$ cat src/rtl/mul_sequencer.sv
// Multiply-instruction sequencer: reads operands over one RF read port, issues one
// multiplier request, writes back one or two words and optionally N/Z flags.
module mul_sequencer (
    input  logic        clk,
    input  logic        rst_n,
    input  logic        i_start,
    input  logic        i_long,
    input  logic        i_sign,
    input  logic        i_acc,
    input  logic        i_setf,
    input  logic [3:0]  i_rd,
    input  logic [3:0]  i_rn,
    input  logic [3:0]  i_rs,
    input  logic [3:0]  i_rm,
    output logic [3:0]  o_rf_raddr,
    input  logic [31:0] i_rf_rdata,
    output logic        o_rf_we,
    output logic [3:0]  o_rf_waddr,
    output logic [31:0] o_rf_wdata,
    output logic        o_mul_vld,
    output logic        o_mul_sign,
    output logic [31:0] o_mul_op1,
    output logic [31:0] o_mul_op2,
    output logic [63:0] o_mul_acc,
    input  logic [63:0] i_mul_result,
    input  logic        i_flush,
    output logic        o_busy,
    output logic        o_done,
    output logic        o_flag_vld,
    output logic        o_flag_n,
    output logic        o_flag_z
);

    typedef enum logic [3:0] {
        IDLE, RD_M, RD_S, RD_A0, RD_A1, ISSUE, EXEC, WB_LO, WB_HI
    } state_t;

    state_t      state;
    logic        long_r, sign_r, acc_r, setf_r;
    logic [3:0]  rd_r, rn_r, rs_r;
    logic [31:0] op1_r, op2_r, acc_lo_r, hi_r;
    logic        we_q, vld_q, done_q, flag_vld_q, flag_n_q, flag_z_q;

    // Write-enable style outputs are registered, then killed combinationally by a flush.
    assign o_rf_we    = we_q & ~i_flush;
    assign o_mul_vld  = vld_q & ~i_flush;
    assign o_done     = done_q & ~i_flush;
    assign o_flag_vld = flag_vld_q & ~i_flush;

    // Low-word data and short-op flags exist only while the multiplier result is on the bus.
    always_comb begin
        o_rf_wdata = '0;
        o_flag_n   = flag_n_q;
        o_flag_z   = flag_z_q;
        if (state == WB_LO) begin
            o_rf_wdata = i_mul_result[31:0];
            if (!long_r) begin
                o_flag_n = i_mul_result[31];
                o_flag_z = (i_mul_result[31:0] == 32'd0);
            end
        end else if (state == WB_HI) begin
            o_rf_wdata = hi_r;
        end
    end

    always_ff @(posedge clk or negedge rst_n) begin
        if (!rst_n) begin
            state      <= IDLE;
            long_r     <= 1'b0;
            sign_r     <= 1'b0;
            acc_r      <= 1'b0;
            setf_r     <= 1'b0;
            rd_r       <= '0;
            rn_r       <= '0;
            rs_r       <= '0;
            op1_r      <= '0;
            op2_r      <= '0;
            acc_lo_r   <= '0;
            hi_r       <= '0;
            o_rf_raddr <= '0;
            o_rf_waddr <= '0;
            o_mul_sign <= 1'b0;
            o_mul_op1  <= '0;
            o_mul_op2  <= '0;
            o_mul_acc  <= '0;
            o_busy     <= 1'b0;
            we_q       <= 1'b0;
            vld_q      <= 1'b0;
            done_q     <= 1'b0;
            flag_vld_q <= 1'b0;
            flag_n_q   <= 1'b0;
            flag_z_q   <= 1'b0;
        end else begin
            o_rf_raddr <= '0;
            o_rf_waddr <= '0;
            we_q       <= 1'b0;
            vld_q      <= 1'b0;
            done_q     <= 1'b0;
            flag_vld_q <= 1'b0;
            if (i_flush) begin
                state  <= IDLE;
                o_busy <= 1'b0;
            end else begin
                case (state)
                    IDLE: if (i_start) begin
                        long_r     <= i_long;
                        sign_r     <= i_long & i_sign;
                        acc_r      <= i_acc;
                        setf_r     <= i_setf;
                        rd_r       <= i_rd;
                        rn_r       <= i_rn;
                        rs_r       <= i_rs;
                        o_rf_raddr <= i_rm;
                        o_busy     <= 1'b1;
                        state      <= RD_M;
                    end
                    RD_M: begin
                        o_rf_raddr <= rs_r;
                        state      <= RD_S;
                    end
                    RD_S: begin
                        op1_r <= i_rf_rdata;
                        if (acc_r) begin
                            // Rn and RdLo share the i_rn field, so both accumulate kinds read it here.
                            o_rf_raddr <= rn_r;
                            state      <= RD_A0;
                        end else begin
                            state <= ISSUE;
                        end
                    end
                    RD_A0: begin
                        op2_r <= i_rf_rdata;
                        if (long_r) begin
                            o_rf_raddr <= rd_r;
                            state      <= RD_A1;
                        end else begin
                            state <= ISSUE;
                        end
                    end
                    RD_A1: begin
                        acc_lo_r <= i_rf_rdata;
                        state    <= ISSUE;
                    end
                    ISSUE: begin
                        o_mul_op1  <= op1_r;
                        o_mul_op2  <= acc_r ? op2_r : i_rf_rdata;
                        o_mul_sign <= sign_r;
                        if (!acc_r)
                            o_mul_acc <= '0;
                        else if (long_r)
                            o_mul_acc <= {i_rf_rdata, acc_lo_r};
                        else
                            o_mul_acc <= {32'd0, i_rf_rdata};
                        vld_q <= 1'b1;
                        state <= EXEC;
                    end
                    EXEC: begin
                        we_q       <= 1'b1;
                        o_rf_waddr <= long_r ? rn_r : rd_r;
                        done_q     <= ~long_r;
                        flag_vld_q <= ~long_r & setf_r;
                        state      <= WB_LO;
                    end
                    WB_LO: begin
                        hi_r <= i_mul_result[63:32];
                        if (long_r) begin
                            flag_n_q   <= i_mul_result[63];
                            flag_z_q   <= (i_mul_result == 64'd0);
                            we_q       <= 1'b1;
                            o_rf_waddr <= rd_r;
                            done_q     <= 1'b1;
                            flag_vld_q <= setf_r;
                            state      <= WB_HI;
                        end else begin
                            flag_n_q <= i_mul_result[31];
                            flag_z_q <= (i_mul_result[31:0] == 32'd0);
                            o_busy   <= 1'b0;
                            state    <= IDLE;
                        end
                    end
                    WB_HI: begin
                        o_busy <= 1'b0;
                        state  <= IDLE;
                    end
                    default: begin
                        o_busy <= 1'b0;
                        state  <= IDLE;
                    end
                endcase
            end
        end
    end

endmodule

$ cat config.mk
export PLATFORM = sky130hd
export DESIGN_NAME = mul_sequencer
export DESIGN_NICKNAME = d
export VERILOG_FILES = /design/src/rtl/mul_sequencer.sv
export SDC_FILE = /design/constraint.sdc
export NUM_CORES = 1
export LEC_CHECK = 0
export ABC_CLOCK_PERIOD_IN_PS = 1700
export CAP_MARGIN = 25
export CORE_MARGIN = 2
export CORE_UTILIZATION = 45
export DETAILED_ROUTE_END_ITERATION = 8
export PLACE_DENSITY = 0.76
export SKIP_LAST_GASP = 1
export SYNTH_ARGS = -nofsm -noshare
export SYNTH_HDL_FRONTEND = slang
export SYNTH_SLANG_ARGS = --single-unit
export TNS_END_PERCENT = 30
$ cat constraint.sdc
create_clock -name clk -period 1.7 [get_ports clk]
set_input_delay 0.34 -clock clk [delete_from_list [all_inputs] [get_ports clk]]
set_output_delay 0.34 -clock clk [all_outputs]
set_load 0.05 [all_outputs]
==> flow_metrics.tcl <==
set metrics [dict create \
    worstSetupPathType "flop to output port" \
    syn_inst 1005 \
    ys.flop_type "dfrtp_1" \
    synth.most_common_cell "dfrtp_1" \
    layout-drive-gt1-share 0.4425 \
    fp-row-count 61 \
    start_util 0.4533 \
    ff2ff_setup_slack_ns -0.15 \
    drc_errors 0 \
    post-dp-hpwl_um 24120 \
    place_area_mm2 0.01704 \
    synth_compound_area_frac 0.07552 \
    crit_path_top_delay_cell "or3_4" \
    drt-initial-drc-count 459 \
    fp.dieH_um 170.8 \
    synth_top_cell_area_share 0.5834 \
    dieArea_mm2 0.02918 \
    start_kind "flop" \
    reg2reg_depth 5 \
    arrival_ns 2.04 \
    p_int_mw 17.62 \
    hold_viol 0 \
    power_frac_seq 0.380 \
    crit_path_end_kind "output port" \
    synthTopCellsByArea "dfrtp_1, mux2_2, nand2_1" \
    grt_pass1_wl_um 53210 \
    die_w_um 170.8 \
    timing.rr.start "state[3]" \
    grt_max_degree 68 \
    core-area_mm2 0.02763 \
    p_sw_mw 10.27 \
    place_ws_ns -0.5335 \
    syn2layout_area_growth_pct 48.10 \
    antenna_found_initial 0 \
    h-tree-depth 1 \
    period_share 1.400 \
    insertedDiodeCount 0 \
    synth_xor_area_frac 0 \
    synth_top_family_by_area "multiplexers" \
    rsz0062_at_grt "true" \
    ys_ff_latch 292 \
    synth_mux_area_frac 0.2284 \
    cts-root-buf "clkbuf_16" \
    utilization 0.6714 \
    violations "negative setup slack" \
    wl_um 35720 \
    wl_per_cell_um 19.80 \
    pwr-share-comb 0.370 \
    gp_congestion 0.8430 \
    synth_edf_count 0 \
    status "finished, violations left" \
    syn-num-nets 1126 \
    path_cells "or3_4, nor2_4, buf_12, buf_12, a22o_4, buf_12" \
    cap_violations 0 \
    clk_latency_ns 0.56 \
    fill_cells 2014 \
    avgSynthCellArea_um2 12.46 \
    p_per_area_mw_per_mm2 1504 \
    synth_cell_types 41 \
    skew_ns 0.01170 \
    grt_use_total 0.2315 \
    setup_tns_ns -34.75 \
    cts_inserted_buffers 31 \
    yosysTopAreaCell "dfrtp_1" \
    synthArstFlopShare 1.000 \
    antenna_left 0 \
    critPathMaxStageDelay_ns 0.42 \
    grt_overflow_total 0 \
    portBuffers 295 \
    fmax_mhz 420.1 \
    yosys.area_share.simple 0.08232 \
    grt_pass1_vias 9776 \
    p_sw_frac 0.3681 \
    seq_area_frac_synth 0.5834 \
    p_leak_nw 8.873 \
    path_clk_slew_ns 0.06 \
    finalMaxSlewViolations 0 \
    nets 1523 \
    worstPathMaxFanout 10 \
    cts_tree "done" \
    pwr-share-clk 0.250 \
    worstPathRequired_ns 1.36 \
    ir_drop_v 0.001061 \
    yosys.area_share.adder 0.0009990 \
    num_vias 9399 \
    routed_via_density 5.210 \
    timing.critical_path.mode_cell "buf_12" \
    cts.path.max_buffers 3 \
    fin_crit_ns 2.380 \
    slew_headroom 0.3967 \
    yosys_warnings 0 \
    dr.pass1.iters 4 \
    min_path_type "input port to async pin" \
    finalSetupViolCount 250 \
    cts_sinks 292 \
    ios 296 \
    rr_endpoint "hi_r[20]" \
    design_area_mm2 0.01855 \
    synthTopCellsByCount "dfrtp_1, mux2_2, nand2_1, o21ai_0, mux2i_1" \
    synth_area_mm2 0.01252 \
    worstMarginPinSlew_ns 0.9050 \
    fin_ws_ns -0.6803 \
]
layout by cell type, fill, tap and decap left out, drive strengths merged, types with 2 or more instances in the layout:
cell type / netlist / routed
nand2: 177 / 177
a32oi: 3 / 3
dfrtp: 292 / 292
mux2: 211 / 211
nor3: 3 / 3
clkinvlp: 0 / 5
buf: 36 / 306
nand4: 4 / 4
mux2i: 36 / 36
o21ai: 103 / 103
inv: 6 / 8
nand3: 5 / 5
or3: 2 / 2
nor4: 16 / 16
a22o: 33 / 33
clkinv: 0 / 7
a22oi: 3 / 3
nor2: 10 / 10
nand3b: 2 / 2
and2: 5 / 5
a21oi: 9 / 9
clkdlybuf4s50: 0 / 117
nand2b: 2 / 2
and3: 2 / 2
nor3b: 2 / 2
bufinv: 0 / 4
nor2b: 5 / 5
clkbuf: 31 / 45
power groups by stage:
stage / Sequential [mW] / Clock, mW / Combinational (mW)
after floorplan: 13.7 / 0 / 3.60
after global placement: 10.6 / 0 / 10.0
after detailed placement: 10.7 / 0 / 10.2
after CTS: 10.6 / 7.12 / 10.3
after global routing: 10.9 / 7.40 / 10.9
final: 10.6 / 6.98 / 10.3
routing by layer:
metal | wire (um) | track usage
met1 | 14760 | 0.2902
met2 | 17750 | 0.4047
met3 | 2382 | 0.05251
met4 | 832 | 0.06227
met5 | 0 | 0
how the worst max path moves through the flow:
stage	start	end	slack [ns]
2_1_floorplan	state[1]	o_rf_wdata[10]	-0.06
3_3_place_gp	i_mul_result[2]	o_flag_z	-0.55
3_5_place_dp	i_mul_result[2]	o_flag_z	-0.53
4_1_cts	state[1]	o_rf_wdata[27]	-0.72
5_1_grt	state[2]	o_rf_wdata[13]	-0.74
6_report	state[2]	o_rf_wdata[27]	-0.68
state kept, by name, summed over array words and instances, names as in the netlist, 4 cells and up:
signal and flops:
acc_lo_r 32, hi_r 32, o_mul_acc 64, o_mul_op1 32, o_mul_op2 32, o_rf_raddr 4
o_rf_waddr 4, op1_r 32, op2_r 32, rd_r 4, rn_r 4, rs_r 4
state 4
critical path: cells and delay by family, from the launching register on:
family / cells / cell delay [ns]
flops: 1 / 0.39
compound gates: 1 / 0.13
simple gates: 2 / 0.56
buf+inv: 3 / 0.41
through the flow:
| stage | hold WS [ns] | total power [mW] | cells |
|---|---|---|---|
| detailed placement | 0.2332 | 20.89 | 1725 |
| CTS | 0.2290 | 27.99 | 1786 |
| global route | 0.2436 | 29.17 | 1804 |
| global placement | 0.2297 | 20.56 | 1725 |
| floorplan | 0.04441 | 17.27 | 1005 |
| finish | 0.2394 | 27.89 | 1804 |
kinds of logic (layout without fill, tap and decap cells):
family | Yosys count | count (layout)
AO/OA/AOI/OAI | 157 | 157
adder cells (fa/ha/maj) | 1 | 1
buffers and inverters | 73 | 494
flip-flops | 292 | 292
multiplexers | 247 | 247
AND/OR/NAND/NOR | 235 | 235
repair_timing:
item / in CTS / in global routing
hold endpoints to repair: 178 / 0
hold buffers: 1 / 0
buffers inserted: 3 / 11
cloned: 0 / 7
setup endpoints to repair: 158 / 246
pin swaps: 0 / 10
gates resized for setup: 7 / 33
area by class of cell:
type | count | area [um2] | area share
sequential | 292 | 7313 | 0.3943
multi-input combinational | 640 | 5231 | 0.2820
timing repair buffer | 431 | 4439 | 0.2393
clock buffer | 39 | 855.8 | 0.04614
tap | 378 | 473.0 | 0.02550
clock inverter | 18 | 214.0 | 0.01153
inverter | 6 | 22.52 | 0.001214
(Power assumes the default switching activity.)
